==> config.mk <==
export PLATFORM = sky130hd
export DESIGN_NAME = vram_bus_arbiter
export DESIGN_NICKNAME = d
export VERILOG_FILES = /design/src/rtl/vram_arb_pkg.sv /design/src/rtl/vram_bus_arbiter.sv
export SDC_FILE = /design/constraint.sdc
export NUM_CORES = 1
export LEC_CHECK = 0
export CORE_ASPECT_RATIO = 0.5
export CORE_MARGIN = 2
export CORE_UTILIZATION = 35
export DETAILED_ROUTE_END_ITERATION = 8
export PLACE_DENSITY = 0.78
export SYNTH_ARGS = -nofsm -noshare
export SYNTH_HDL_FRONTEND = slang
export SYNTH_SLANG_ARGS = --single-unit
==> constraint.sdc <==
create_clock -name clk -period 2 [get_ports clk]
set_input_delay 0.3 -clock clk [delete_from_list [all_inputs] [get_ports clk]]
set_output_delay 0.3 -clock clk [all_outputs]
set_load 0.02 [all_outputs]
==> src/rtl/vram_arb_pkg.sv <==
`default_nettype none
// ============================================================================
// Package     : vram_arb_pkg
// Description : Shared constants for the VRAM bus arbiter: arbiter state
//               encoding and default address width / DMA timeout length.
// Revision    : 1.0 - initial release
// ============================================================================
package vram_arb_pkg;

    // Default memory address width
    localparam int ARB_AW      = 16;
    // Default maximum DMA grant length in clocks (timeout build only)
    localparam int ARB_TIMEOUT = 1024;

    // Arbiter state encoding
    localparam logic [2:0] ARB_CPU     = 3'd0;
    localparam logic [2:0] ARB_DRAIN   = 3'd1;
    localparam logic [2:0] ARB_SETTLE  = 3'd2;
    localparam logic [2:0] ARB_DMA     = 3'd3;
    localparam logic [2:0] ARB_RELEASE = 3'd4;

endpackage
`default_nettype wire

==> src/rtl/vram_bus_arbiter.sv <==
`default_nettype none
// ============================================================================
// Module      : vram_bus_arbiter
// Description : Owns the shared external video/CPU RAM. The CPU holds the bus
//               by default; a VPU hold request halts the CPU at a cycle
//               boundary, drains its pending access, waits SETTLE idle clocks
//               and then hands the address bus to the VPU DMA engine. Read
//               data is returned to the VPU with a fixed 1-clock latency.
//               CPU accesses are registered onto the RAM bus (one clock after
//               the CPU presents them); the DMA address path is combinational.
//               Optional feature: define ARB_TIMEOUT_EN to bound a DMA grant
//               to TIMEOUT clocks and raise a sticky arb_err on expiry.
// Revision    : 1.0 - initial release
// ============================================================================
module vram_bus_arbiter
    import vram_arb_pkg::*;
#(
    parameter int AW      = ARB_AW,
    parameter int SETTLE  = 1,
    parameter int TIMEOUT = ARB_TIMEOUT
) (
    input  logic          clk,
    input  logic          rst,
    input  logic [AW-1:0] cpu_addr,
    input  logic [7:0]    cpu_do,
    input  logic          cpu_rw,
    input  logic          cpu_vma,
    output logic [7:0]    cpu_di,
    output logic          cpu_halt,
    input  logic          vpu_hold,
    input  logic          vpu_vramcs,
    input  logic [AW-1:0] vpu_addr,
    output logic [7:0]    vpu_data,
    output logic [AW-1:0] mem_addr,
    input  logic [7:0]    mem_din,
    output logic [7:0]    mem_dout,
    output logic          mem_we,
    output logic          mem_oe,
    output logic          arb_err
);

    // Value loaded into the settle counter; counts down to zero
    localparam logic [1:0] c_settle_last = 2'(SETTLE - 1);

    logic [2:0]    r_state;
    logic [1:0]    r_settle_cnt;
    logic          r_cpu_halt;
    logic [AW-1:0] r_mem_addr;
    logic [7:0]    r_mem_dout;
    logic          r_mem_oe;
    logic          r_mem_we;
    logic [7:0]    r_cpu_di;
    logic [7:0]    r_vpu_data;

    logic          w_dma;
    logic          w_req;
    logic          w_tmo_fire;

    assign w_dma = (r_state == ARB_DMA);

`ifdef ARB_TIMEOUT_EN
    localparam logic [15:0] c_tmo_last = 16'(TIMEOUT - 1);

    logic [15:0] r_tmo_cnt;
    logic        r_hold_blk;
    logic        r_arb_err;

    // Last permitted DMA clock reached: the grant is withdrawn this edge
    assign w_tmo_fire = w_dma && (r_tmo_cnt == c_tmo_last);
    // After a forced release, a still-high hold is not a new request
    assign w_req      = vpu_hold & ~r_hold_blk;
    assign arb_err    = r_arb_err;

    // DMA grant length counter, sticky error and re-request blocking
    always_ff @(posedge clk) begin
        if (!rst) begin
            r_tmo_cnt  <= '0;
            r_hold_blk <= 1'b0;
            r_arb_err  <= 1'b0;
        end else begin
            if (w_dma) begin
                r_tmo_cnt <= r_tmo_cnt + 16'd1;
            end else begin
                r_tmo_cnt <= '0;
            end
            if (w_tmo_fire) begin
                r_arb_err <= 1'b1;
            end
            if (!vpu_hold) begin
                r_hold_blk <= 1'b0;
            end else if (w_tmo_fire) begin
                r_hold_blk <= 1'b1;
            end
        end
    end
`else
    assign w_tmo_fire = 1'b0;
    assign w_req      = vpu_hold;
    assign arb_err    = 1'b0;
`endif

    // Bus ownership FSM and registered CPU-side bus signals
    always_ff @(posedge clk) begin
        if (!rst) begin
            r_state      <= ARB_CPU;
            r_settle_cnt <= '0;
            r_cpu_halt   <= 1'b0;
            r_mem_addr   <= '0;
            r_mem_dout   <= '0;
            r_mem_oe     <= 1'b0;
            r_mem_we     <= 1'b0;
        end else begin
            case (r_state)
                ARB_CPU: begin
                    // The access presented now is issued next clock, which
                    // is the DRAIN clock if a request arrives this clock.
                    r_mem_addr <= cpu_addr;
                    r_mem_dout <= cpu_do;
                    r_mem_oe   <= cpu_vma & cpu_rw;
                    r_mem_we   <= cpu_vma & ~cpu_rw;
                    if (w_req) begin
                        r_cpu_halt <= 1'b1;
                        r_state    <= ARB_DRAIN;
                    end
                end
                ARB_DRAIN: begin
                    r_mem_oe <= 1'b0;
                    r_mem_we <= 1'b0;
                    if (!vpu_hold) begin
                        r_state <= ARB_RELEASE;
                    end else if (SETTLE == 0) begin
                        r_state <= ARB_DMA;
                    end else begin
                        r_settle_cnt <= c_settle_last;
                        r_state      <= ARB_SETTLE;
                    end
                end
                ARB_SETTLE: begin
                    r_mem_oe <= 1'b0;
                    r_mem_we <= 1'b0;
                    if (!vpu_hold) begin
                        r_state <= ARB_RELEASE;
                    end else if (r_settle_cnt == 2'd0) begin
                        r_state <= ARB_DMA;
                    end else begin
                        r_settle_cnt <= r_settle_cnt - 2'd1;
                    end
                end
                ARB_DMA: begin
                    r_mem_oe <= 1'b0;
                    r_mem_we <= 1'b0;
                    if (w_tmo_fire || !vpu_hold) begin
                        r_state <= ARB_RELEASE;
                    end
                end
                ARB_RELEASE: begin
                    // Hold seen here is ignored; re-arbitration starts in CPU
                    r_mem_oe   <= 1'b0;
                    r_mem_we   <= 1'b0;
                    r_cpu_halt <= 1'b0;
                    r_state    <= ARB_CPU;
                end
                default: begin
                    r_mem_oe   <= 1'b0;
                    r_mem_we   <= 1'b0;
                    r_cpu_halt <= 1'b0;
                    r_state    <= ARB_CPU;
                end
            endcase
        end
    end

    // Read data capture: CPU side while the bus carries CPU cycles, VPU side in DMA
    always_ff @(posedge clk) begin
        if (!rst) begin
            r_cpu_di   <= '0;
            r_vpu_data <= '0;
        end else begin
            if ((r_state == ARB_CPU) || (r_state == ARB_DRAIN)) begin
                r_cpu_di <= mem_din;
            end
            if (w_dma) begin
                r_vpu_data <= mem_din;
            end
        end
    end

    assign cpu_di   = r_cpu_di;
    assign cpu_halt = r_cpu_halt;
    assign vpu_data = r_vpu_data;
    assign mem_addr = w_dma ? vpu_addr   : r_mem_addr;
    assign mem_oe   = w_dma ? vpu_vramcs : r_mem_oe;
    assign mem_we   = w_dma ? 1'b0       : r_mem_we;
    assign mem_dout = r_mem_dout;

endmodule
`default_nettype wire
==> results.md <==
- Busiest grt layer: met2
- RSZ-0062 raised after global routing: no
- DR pass1 iterations: 4
- DRC viols: 0
- Clock-pin slew on the worst setup and hold paths: 0.06 ns
- Pin count of the biggest net entering global routing: 30
- Core footprint: 5520 µm²
- Post-Syn Instances: 269
- HPWL Detailed: 4130 µm
- Post-synth net total: 324
- Global Route met1 Usage: 21.1%
- Met2 usage in global routing: 31.3%
- CTS buffer count: 5
- ANT cells: 0
- Vias in the first global route: 1912
- Initial antenna violation count: 0
- Clock Tree Root: clkbuf_16
- Register area: 961 µm²
- Post-cts hold buffer count: 0
- Io pins: 98
- Internal Power: 1.83 mW
- CTS tree: yes
- Slew Limit Fails: 0
- Sw frac: 24.0%
- Synthesized cell area: 2020 µm²
- Share of cells above drive strength 1: 5.19%
- Area leader, netlist: dfxtp_1
- Clock sinks: 48
- Top cell type's share of synthesized area: 47.6%
- Sequential-to-total area share from yosys stat: 47.6%
- Comb power frac: 18.4%
- Critical Path RT: 1.70 ns
- Sequential power share: 43.3%
- Row cnt: 19
- Critical path capture point type: output pin
- DIE AREA: 6420 µm²
- Wire per inst: 12.6 µm
- Maximum Capacitance Violations: 0
- DP Worst Slack: 0.157 ns
- Post-layout min period: 1.87 ns
- Worst Slack Setup Final: 0.135 ns
- Via/cell ratio: 4.64
- Switching power: 0.579 mW
- Final Cycle Share: 93.3%
- Clock share of power: 38.3%
- Most common cell after layout, fill and taps aside: nand2_1
- Clock tree buffer depth: 2
- Commonest cells after routing, fill and taps aside: 127 x nand2_1, 78 x clkdlybuf4s50_1, 48 x dfxtp_1
- RD Place Congestion: 0.769
- Pwr/cell area: 745 nW/µm²
- Total GRT Usage: 17.3%
- Die extent in x: 111 µm
- Hold Fails Final Rpt: 0
- Final nets: 420
- Clk_skew: 0.00492 ns
- Initial Util: 36.6%
- GRT met3 Usage: 3.77%
- Status: finished, final reports clean
- Initial DRC count: 82
- Crit path max fanout: 25
- Worst hold path class: reg -> reg
- Worst VDD drop: 354 µV
- Yosys warnings: 0
- Critical setup path kind: reg -> out
- Overflow after GRT: 0
- Post-Route Setup TNS: 0 ns
- Syn avg cell area: 7.50 µm²
- Clock latency on the worst-skew pair: 0.28 ns
- Count of final setup violators: 0
- H-tree levels: 2
- WP data arrival: 1.57 ns
- # fillers: 503
- Layout area overhead: 60.3%
- Synthesis-stage register bit count: 48
- Worst slew pin tran: 0.512 ns
- Distinct cells, synth: 22
- Area of the multi-input gates: 972 µm²
- Vias post-DR: 2036
- Final wirelength: 5520 µm
- F_max: 536 MHz
- Post-DRT Antenna Nets: 0
- Port Buffer Count: 96
- Startpoint Class: flop
- Area contributors post-synth: dfxtp_1 48%, nand2_1 24%, a21boi_0 15%
- Slew margin rel.: 65.7%
- Leak pwr: 1.39 nW
- First-pass GRT wire length: 8940 µm
- Die Ht: 57.7 µm
-- per-stage QoR --
step | utilization (%) | hold slack [ns] | cells | cell area, µm² | power [mW]
after floorplan | - | 0.379 | 269 | 2020 | 1.27
after global placement | 56.1 | 0.442 | 431 | 3090 | 1.52
after detailed placement | 56.1 | 0.458 | 431 | 3090 | 1.53
after CTS | 58.6 | 0.467 | 439 | 3230 | 2.43
after global routing | 58.6 | 0.490 | 439 | 3230 | 2.51
final | 58.6 | 0.462 | 439 | 3230 | 2.41
-- what timing repair did --
action | CTS | global route
buffers inserted | 0 | 0
resized for setup | 18 | 0
endpoints found under the setup margin | 18 | 0
-- registers in the layout (all words and copies together) (netlist names) --
signal        flops
r_mem_addr       16
cpu_di            8
mem_dout          8
vpu_data          8
r_state           3
r_settle_cnt      2
cpu_halt          1
r_mem_oe          1
r_mem_we          1
-- per-layer routing --
layer  vias up  routed length [µm]
li1       1050                   -
met1       948                2340
met2        34                2980
met3         4                 153
met4         0                  41
met5         -                   0
-- cell type report --
cell class | count | area share, %
Timing Repair Buffer | 107 | 32.0
Sequential cell | 48 | 29.7
Clock buffer | 6 | 3.99
Clock inverter | 2 | 1.08
Inverter | 3 | 0.348
Multi-Input combinational cell | 200 | 30.1
Tap cell | 73 | 2.83
-- synth_stat cells --
| library cell | number |
|---|---|
| nand2_1 | 127 |
| dfxtp_1 | 48 |
| a21boi_0 | 40 |
| clkbuf_1 | 12 |
| o21ai_0 | 8 |
| buf_2 | 5 |
| nor2_1 | 5 |
| nor3_1 | 4 |
| inv_1 | 3 |
| nand2b_1 | 3 |
| a21oi_1 | 2 |
| nand3b_1 | 2 |
| and2_1 | 1 |
| and3b_1 | 1 |
| buf_4 | 1 |
| conb_1 | 1 |
| ha_1 | 1 |
| o22ai_1 | 1 |
| o32ai_1 | 1 |
| or2_1 | 1 |
| or3_1 | 1 |
| or3b_1 | 1 |
-- power groups by stage --
stage | registers [mW] | clock network (mW) | logic [mW]
6_report | 1.04 | 0.922 | 0.444
5_1_grt | 1.05 | 0.985 | 0.481
4_1_cts | 1.04 | 0.938 | 0.449
3_5_place_dp | 1.06 | 0 | 0.467
3_3_place_gp | 1.06 | 0 | 0.457
2_1_floorplan | 1.09 | 0 | 0.176
-- worst paths after layout --
kind / start / to / slack, ns / depth (start not counted)
worst max-delay path: r_state[2] / mem_addr[10] / 0.13 / 5
worst min register to register: mem_dout[6] / mem_dout[6] / 0.46 / 2
worst min-delay path: mem_dout[6] / mem_dout[6] / 0.46 / 2
worst max register to register: r_settle_cnt[0] / r_settle_cnt[1] / 0.43 / 5
-- worst max-delay path, cell delays in order, from the launching register on --
cell           delay (ns)
dfxtp_1              0.34
and3b_1              0.27
buf_12               0.18
nand2_1              0.06
nand2_1              0.07
dlygate4sd2_1        0.35
-- cell families (layout without fill, tap and decap cells) --
kind of cell | Yosys count | in the layout | share of synthesized area, %
compound gates | 52 | 52 | 18.1
fa+ha+maj | 1 | 1 | 0.620
buf+inv | 21 | 118 | 4.40
flops | 48 | 48 | 47.6
other cells | 1 | 1 | 0.186
simple gates | 146 | 146 | 29.0
Note: power is estimated with default switching activity, not from simulation.
